### src/rtl/way_lookup_pipe.sv
// Registered set-associative tag lookup with valid/ready handshakes, per-set replacement state
// and saturating hit/miss counters. Define WAY_LOOKUP_PLRU_EN for tree pseudo-LRU; default is round-robin.
module way_lookup_pipe #(
  parameter int NUM_WAYS      = 4,
  parameter int NUM_SETS      = 64,
  parameter int ADDRESS_WIDTH = 32,
  parameter int BLOCK_SIZE    = 32,
  localparam int OFF_W = $clog2(BLOCK_SIZE),
  localparam int IDX_W = $clog2(NUM_SETS),
  localparam int TAG_W = ADDRESS_WIDTH - IDX_W - OFF_W,
  localparam int WAY_W = $clog2(NUM_WAYS)
) (
  input  logic                      clk,
  input  logic                      reset_n,
  input  logic                      req_valid,
  output logic                      req_ready,
  input  logic [ADDRESS_WIDTH-1:0]  req_addr,
  input  logic [NUM_WAYS-1:0]       way_valid,
  input  logic [NUM_WAYS*TAG_W-1:0] way_tag,
  output logic                      rsp_valid,
  input  logic                      rsp_ready,
  output logic                      rsp_hit,
  output logic                      rsp_miss,
  output logic [NUM_WAYS-1:0]       rsp_hit_way,
  output logic [WAY_W-1:0]          rsp_hit_idx,
  output logic                      rsp_multi_hit,
  output logic [WAY_W-1:0]          rsp_victim_way,
  output logic [IDX_W-1:0]          rsp_set,
  input  logic                      fill_valid,
  input  logic [IDX_W-1:0]          fill_set,
  input  logic [WAY_W-1:0]          fill_way,
  output logic                      err_multi_hit,
  output logic [31:0]               hit_count,
  output logic [31:0]               miss_count
);

  // Handshake: a request transfers on req_valid && req_ready, a response on rsp_valid && rsp_ready;
  // the single output stage may be refilled in the same cycle it drains.

`ifdef WAY_LOOKUP_PLRU_EN
  localparam int REPL_W = NUM_WAYS - 1;

  // Heap-ordered tree: node n at bit n-1, children 2n/2n+1; a set bit sends the victim right.
  function automatic logic [REPL_W-1:0] f_touch(input logic [REPL_W-1:0] s, input logic [WAY_W-1:0] w);
    logic [REPL_W-1:0] r;
    int n;
    r = s;
    n = NUM_WAYS + int'(w);
    for (int l = 0; l < WAY_W; l++) begin
      r[(n >> 1) - 1] = ~n[0];
      n = n >> 1;
    end
    return r;
  endfunction

  function automatic logic [WAY_W-1:0] f_victim(input logic [REPL_W-1:0] s);
    int n;
    n = 1;
    for (int l = 0; l < WAY_W; l++) n = 2 * n + (s[n-1] ? 1 : 0);
    return WAY_W'(n - NUM_WAYS);
  endfunction
`else
  localparam int REPL_W = WAY_W;
`endif

  logic [TAG_W-1:0]    w_tag;
  logic [IDX_W-1:0]    w_set;
  logic [NUM_WAYS-1:0] w_match;
  logic [NUM_WAYS-1:0] w_hit_way;
  logic [WAY_W-1:0]    w_hit_idx;
  logic [WAY_W-1:0]    w_inv_idx;
  logic [WAY_W-1:0]    w_pol_victim;
  logic [WAY_W-1:0]    w_victim;
  logic                w_hit;
  logic                w_multi;
  logic                w_accept;
  logic                w_unused_off;
  logic [REPL_W-1:0]   w_repl_nxt [NUM_SETS];

  logic                r_live;
  logic                r_rsp_valid;
  logic                r_hit;
  logic                r_miss;
  logic [NUM_WAYS-1:0] r_hit_way;
  logic [WAY_W-1:0]    r_hit_idx;
  logic                r_multi;
  logic [WAY_W-1:0]    r_victim;
  logic [IDX_W-1:0]    r_set;
  logic                r_err;
  logic [31:0]         r_hit_cnt;
  logic [31:0]         r_miss_cnt;
  logic [REPL_W-1:0]   r_repl [NUM_SETS];

  assign w_tag        = req_addr[ADDRESS_WIDTH-1 -: TAG_W];
  assign w_set        = req_addr[OFF_W +: IDX_W];
  assign w_unused_off = ^req_addr[OFF_W-1:0];
  assign req_ready    = r_live && (!r_rsp_valid || rsp_ready);
  assign w_accept     = req_valid && req_ready;

  always_comb begin
    w_match   = '0;
    w_hit_idx = '0;
    w_inv_idx = '0;
    for (int i = 0; i < NUM_WAYS; i++)
      w_match[i] = way_valid[i] && (way_tag[i*TAG_W +: TAG_W] == w_tag);
    // Scan downward so the lowest index is the last one written.
    for (int i = NUM_WAYS - 1; i >= 0; i--) begin
      if (w_match[i])    w_hit_idx = WAY_W'(i);
      if (!way_valid[i]) w_inv_idx = WAY_W'(i);
    end
    w_hit     = |w_match;
    w_multi   = |(w_match & (w_match - NUM_WAYS'(1)));
    w_hit_way = w_hit ? (NUM_WAYS'(1) << w_hit_idx) : '0;
  end

`ifdef WAY_LOOKUP_PLRU_EN
  assign w_pol_victim = f_victim(r_repl[w_set]);
`else
  assign w_pol_victim = r_repl[w_set];
`endif
  assign w_victim = (&way_valid) ? w_pol_victim : w_inv_idx;

  // Hit touch is applied first so a same-set fill overrides any shared bits.
  always_comb begin
    for (int s = 0; s < NUM_SETS; s++) begin
      w_repl_nxt[s] = r_repl[s];
`ifdef WAY_LOOKUP_PLRU_EN
      if (w_accept && w_hit && (w_set == IDX_W'(s)))
        w_repl_nxt[s] = f_touch(w_repl_nxt[s], w_hit_idx);
      if (fill_valid && (fill_set == IDX_W'(s)))
        w_repl_nxt[s] = f_touch(w_repl_nxt[s], fill_way);
`else
      if (fill_valid && (fill_set == IDX_W'(s)))
        w_repl_nxt[s] = fill_way + WAY_W'(1);
`endif
    end
  end

  always_ff @(posedge clk or negedge reset_n) begin
    if (!reset_n) begin
      r_live      <= 1'b0;
      r_rsp_valid <= 1'b0;
      r_hit       <= 1'b0;
      r_miss      <= 1'b0;
      r_hit_way   <= '0;
      r_hit_idx   <= '0;
      r_multi     <= 1'b0;
      r_victim    <= '0;
      r_set       <= '0;
      r_err       <= 1'b0;
      r_hit_cnt   <= '0;
      r_miss_cnt  <= '0;
      for (int s = 0; s < NUM_SETS; s++) r_repl[s] <= '0;
    end else begin
      r_live <= 1'b1;
      for (int s = 0; s < NUM_SETS; s++) r_repl[s] <= w_repl_nxt[s];
      if (w_accept) begin
        r_rsp_valid <= 1'b1;
        r_hit       <= w_hit;
        r_miss      <= !w_hit;
        r_hit_way   <= w_hit_way;
        r_hit_idx   <= w_hit_idx;
        r_multi     <= w_multi;
        r_victim    <= w_victim;
        r_set       <= w_set;
        if (w_multi) r_err <= 1'b1;
        if (w_hit) begin
          if (r_hit_cnt != '1) r_hit_cnt <= r_hit_cnt + 32'd1;
        end else begin
          if (r_miss_cnt != '1) r_miss_cnt <= r_miss_cnt + 32'd1;
        end
      end else if (rsp_ready) begin
        r_rsp_valid <= 1'b0;
      end
    end
  end

  assign rsp_valid      = r_rsp_valid;
  assign rsp_hit        = r_hit;
  assign rsp_miss       = r_miss;
  assign rsp_hit_way    = r_hit_way;
  assign rsp_hit_idx    = r_hit_idx;
  assign rsp_multi_hit  = r_multi;
  assign rsp_victim_way = r_victim;
  assign rsp_set        = r_set;
  assign err_multi_hit  = r_err;
  assign hit_count      = r_hit_cnt;
  assign miss_count     = r_miss_cnt;

endmodule
### config.mk
export PLATFORM = sky130hd
export DESIGN_NAME = way_lookup_pipe
export DESIGN_NICKNAME = d
export VERILOG_FILES = /design/src/rtl/way_lookup_pipe.sv
export SDC_FILE = /design/constraint.sdc
export NUM_CORES = 1
export LEC_CHECK = 0
export ABC_AREA = 1
export BUFFER_PORTS_ARGS = -buffer_cell sky130_fd_sc_hd__buf_2
export CORE_UTILIZATION = 52
export CTS_CLUSTER_DIAMETER = 120
export DETAILED_ROUTE_END_ITERATION = 6
export GPL_ROUTABILITY_DRIVEN = 0
export PLACE_DENSITY = 0.88
export SYNTH_ARGS = -nofsm -noshare
export SYNTH_HDL_FRONTEND = slang
export SYNTH_SLANG_ARGS = --single-unit
export TNS_END_PERCENT = 1
### constraint.sdc
create_clock -name clk -period 2.2 [get_ports clk]
set_clock_uncertainty 0.2 [all_clocks]
set_input_delay 0 -clock clk [delete_from_list [all_inputs] [get_ports clk]]
set_output_delay 0 -clock clk [all_outputs]
set_load 0.005 [all_outputs]
After elaboration in Yosys (flattened, before gate mapping)
Cells that the tools add are included.

operators by class
  reductions and logical operators = 81
  mux-type cells = 15
  equal/unequal tests = 69
  $mul = 0
  divide/modulo/power cells = 0
  bitwise gates (word level) = 3
  shift-type cells = 1
  $lt $le $gt $ge = 1
  add/subtract/negate cells = 4

operator list
  operator                 number
  $eq A6 B6 Y1 const B     32
  $eq A6 B5 Y1 const B     16
  $eq A21 B21 Y1           4
  $logic_and A1 B1 Y1      70
  $add A32 B1 Y32 const B  2
  $ne A32 B32 Y1 const B   2
  $eq A6 B4 Y1 const B     8
  $eq A6 B3 Y1 const B     4
  $mux W2                  11
  $bmux W2 S6              1
  $eq A6 B2 Y1 const B     2
  $reduce_or A4 Y1         2
  $ge A7 B7 Y1 const B     1
  $not A6 Y7               1
  $eq A6 B1 Y1 const B     1
  $logic_not A6 Y1         1
  $reduce_and A3 Y1        2
  $and A4 B4 Y4            1
  $mux W4                  1
  $reduce_and A4 Y1        1
  $shl A1 B2 Y4 const A    1
  $sub A4 B1 Y4 const B    1
  $add A2 B1 Y2 const B    1
  $logic_not A1 Y1         2
  5 further kinds          6

storage, ports and cells
  memories = 0
  bits in latches = 0
  logic and storage cells = 250
  flip-flop bits (word level) = 212
  bits in read-only memories = 0
  bits in writable memories = 0
  input port bits = 133

Logic depth before layout (Yosys ltp)
  word-level depth = 8
  gate-level depth with buffers = 15
  mapped depth without buffers = 14

Worst setup path after synthesis
Ideal clock, no wire load.

  path kind = reg-to-reg
  start = register r_miss_cnt[0], in the netlist miss_count[0]
  end = register r_miss_cnt[8], in the netlist miss_count[8]
  cell stages (with the launch flop) = 12
  path buffers = 1
  data required time = 1876 ps
  library setup time = 124 ps
  slack = 120 ps
  period minus slack after synthesis = 2080 ps
  arrival time = 1755 ps
  path through = dfrtp_1 > ha_1 > nand3_1 > inv_1 > nand3_1 > nor2_1 > nand3_1 > inv_1 > nor3_4 > buf_4 > nand2_1 > xnor2_1

on the way
  longest elaborated chain between the ends = 2

ends and longest elaborated chain
  what                                                     line  source
  from (decl)                                              91    logic [31:0] r_miss_cnt;
  from (signal assigned)                                   170   if (r_miss_cnt != '1) r_miss_cnt <= r_miss_cnt + 32'd1;
  branches (longest 2 deep; another with $add A32 B1 Y32)  --

Several ways; the timed one is not identified.
A chain may end at the register's enable or synchronous reset.

Worst setup path in the final report
  start = input port way_valid[1]
  end = register r_hit_cnt[0], in the netlist hit_count[0]

on the way
  longest elaborated chain between the ends = 3

ends and longest elaborated chain
  what                         line  source
  from (decl)                  18    input logic [NUM_WAYS-1:0] way_valid,
  $logic_and A1 B1 Y1          105   w_match[i] = way_valid[i] && (way_tag[i*TAG_W +: TAG_W] == w_tag);
  $reduce_or A4 Y1             111   w_hit = |w_match;
  $reduce_and A3 Y1 (no line)  --
  to (signal assigned)         168   if (r_hit_cnt != '1) r_hit_cnt <= r_hit_cnt + 32'd1;
  to (decl)                    90    logic [31:0] r_hit_cnt;

Every way passes these cells.

==> impl_metrics.ini <==
[cells_and_area]
layout_commonest_cell = nand2_1
layout_common_cells = nand2_1, dfrtp_1, buf_2
multi_input_comb_area_mm2 = 0.006659
final_util = 0.6701
num-nets-final = 2344
fin_area_mm2 = 0.01634
instances_no_fill = 2552
drive_above_1_share = 0.1888
nFillCells = 1925
syn_to_final_growth_pct = 26.12
regArea_mm2 = 0.005305

[global_routing]
grt_antenna_before_repair = 3
grt_pass1_vias = 14130
grt_remaining_overflow = 0
grt_pass1_wl_mm = 70.03
grt_max_degree = 66
grt.total_usage = 0.3405

[setup_path]
r2r_cells = 10
slowest_delay_ns = 0.53
worstSetupPathType = primary input to flip-flop
cp_top_family = buffers and inverters
crit_required_ns = 2.38
path_depth = 11
crit_slowest_cell = dlygate4sd3_1
crit_buf_inv = 4
cp-end-kind = flip-flop
crit_fanout = 31
worstPathCellList = dlygate4sd3_1 > buf_2 > inv_1 > a21oi_1 > nand3_1 > nor3_1 > nand3_1 > nand3_4 > nand3_4 > buf_12 > xor2_1
worstSetupStartpointType = primary input
crit_arrival_ns = 2.43

[logic_synthesis]
synth_compound_area_frac = 0.1130
netlist_instances = 1893
netlist_area_mm2 = 0.01296
synth-simple-area-share = 0.3580
yosys.cell_types.count = 39
synth_seq_cells = 212
synthArstFlopShare = 1.000
syn-num-nets = 2028
syn_area_per_cell_um2 = 6.846
synth-edff-count = 0
synth_mux_area_frac = 0
synth-xor-area-share = 0.03447
yosysSeqAreaShare = 0.4094
ys.warnings.count = 0
synthFlopType = dfrtp_1
yosys.area_share.adder = 0.001931
synth_top_family_by_area = simple AND/OR/NAND/NOR gates

[drt]
wl_per_cell_um = 17.20
dr.first_iter.drc_count = 2132
final_antenna_net_count = 0
vias = 14440
first_pass_iters = 6
viasPerCell = 5.658
drc = 0
wl_mm = 43.88

[cts]
clock_latency_ns = 0.50
cts_max_path_buffers = 3
cts_buffers = 23
clock-sinks = 212
cts_setup_buffers = 0
htreeDepth = 1
clk_pin_slew_worst_paths_ns = 0.06
clockRootBuffer = clkbuf_16
cts_tree = done

[floorplan]
dieArea_mm2 = 0.02556
core_area_mm2 = 0.02439
rows = 57
design.portCount = 217
die_height_um = 159.9
start_util = 0.5313
die_x_um = 159.9

[sta]
period_share = 1.020
worst_pin_slew_ns = 0.7213
setup_viol = 25
rsz0062_at_grt = true
min_period_ns = 2.244
report.final.slew_viol_count = 0
setup_slack_ns = -0.04407
hold_violations = 1
slew_headroom = 0.5186
clock.fmax_ghz = 0.4456
fin_tns_setup_ns = -0.3457
timing.hold.ws_ns = -0.05821

[pwr]
power_density_mw_per_mm2 = 628.4
leakage_nw = 8.420
fin_total_pwr_mw = 10.27
ir_drop_uv = 610.6

[placed_design]
dp_slack_ns = -0.004437
dpl.hpwl_mm = 29.45
portBuffers = 211
dpl_cell_area_mm2 = 0.01466
place_inst = 2426

[job]
maxCapViolations = 0

[run_status]
violations = negative hold slack, negative setup slack
outcome = finished, violations left

[worst_hold_path]
holdCritPathClass = primary input to flip-flop
hold_path_depth = 8
==> layout make-up <==
class / count / area share
antenna: 3 / 0.0004593
clock buffer: 35 / 0.04226
clock inverter: 6 / 0.003828
inverter: 215 / 0.04969
multi-input combinational: 1414 / 0.4074
sequential: 212 / 0.3246
tap: 324 / 0.02480
timing repair buffer: 343 / 0.1469
==> sequential cells by signal, indices dropped and copies added (netlist names) <==
name            flops
r_repl            128
rsp_hit_idx         2
rsp_multi_hit       1
rsp_valid           1
rsp_hit_way         4
hit_count          32
r_live              1
rsp_victim_way      2
err_multi_hit       1
rsp_miss            1
rsp_set             6
rsp_hit             1
miss_count         32
==> synthesized netlist by cell type (2+ instances only) <==
cell type | n | area share
nand2_1 | 699 | 0.20
dfrtp_1 | 212 | 0.41
inv_1 | 191 | 0.055
nor2_1 | 186 | 0.054
o21ai_0 | 174 | 0.067
nand3_1 | 67 | 0.026
nor3_1 | 39 | 0.015
clkbuf_1 | 35 | 0.010
nand4_1 | 35 | 0.017
xor2_1 | 34 | 0.023
o21ai_2 | 31 | 0.021
nand2_2 | 30 | 0.014
a21oi_1 | 23 | 0.0089
inv_2 | 20 | 0.0058
xnor2_1 | 17 | 0.011
o22ai_1 | 16 | 0.0077
nor4_1 | 13 | 0.0063
nand3b_1 | 10 | 0.0058
buf_2 | 9 | 0.0035
buf_6 | 7 | 0.0061
o31ai_1 | 7 | 0.0041
nor2_2 | 5 | 0.0024
or2_2 | 4 | 0.0019
nand3_2 | 3 | 0.0023
nand3_4 | 3 | 0.0041
nor2_4 | 3 | 0.0026
clkinv_1 | 2 | 0.00058
ha_1 | 2 | 0.0019
inv_4 | 2 | 0.00097
nand2_4 | 2 | 0.0017
o211ai_1 | 2 | 0.0012
o21a_1 | 2 | 0.0012
o21bai_1 | 2 | 0.0012
==> cells by family after synthesis <==
| group | Yosys count |
|---|---|
| AOI/OAI and AO/OA | 258 |
| xor gates and xnor gates | 51 |
| adders and majority gates | 2 |
| buffers and inverters | 267 |
| DFF | 212 |
| other | 1 |
| and+or+nand+nor | 1102 |
==> path summary, 6_finish.rpt <==
| check | startpoint | end | slack, ns |
|---|---|---|---|
| setup / recovery | way_valid[1] | hit_count[0] | -0.04 |
| hold / removal | fill_set[3] | r_repl[30] | -0.06 |
| setup reg to reg | hit_count[1] | hit_count[13] | 0.08 |
| hold reg to reg | err_multi_hit | err_multi_hit | 0.27 |
| max in group asynchronous | reset_n | hit_count[2] | 0.77 |
| min in group asynchronous | reset_n | r_repl[26] | 0.33 |
==> metal layers <==
| metal | up-vias | routed length, um | GRT usage |
|---|---|---|---|
| met5 | - | 0 | 0 |
| met4 | 0 | 3172 | 0.2299 |
| met3 | 263 | 4483 | 0.07273 |
| met2 | 957 | 20190 | 0.5556 |
| met1 | 6585 | 16040 | 0.4054 |
| li1 | 6633 | - | - |
==> tightest hold or removal path: stages <==
cell and delay, ns:
buf_2 0.11, nor2_1 0.05, inv_1 0.07, nor2_1 0.07
inv_1 0.10, nor4_1 0.08, nor2_1 0.09, a21oi_1 0.04
==> what timing repair did <==
action                     in CTS  in global routing
hold buffers                   83                  0
setup endpoints to repair      13                 95
pin swaps                       0                  1
hold endpoints to repair      361                  0
gates cloned                    0                  0
gates resized for setup         1                 30
==> power by group <==
part,switching (mW),internal [mW]
Combinational,1.14,0.730
Sequential,0.253,4.30
Clock,1.57,2.28
Total,2.96,7.31
(Power assumes the default switching activity.)
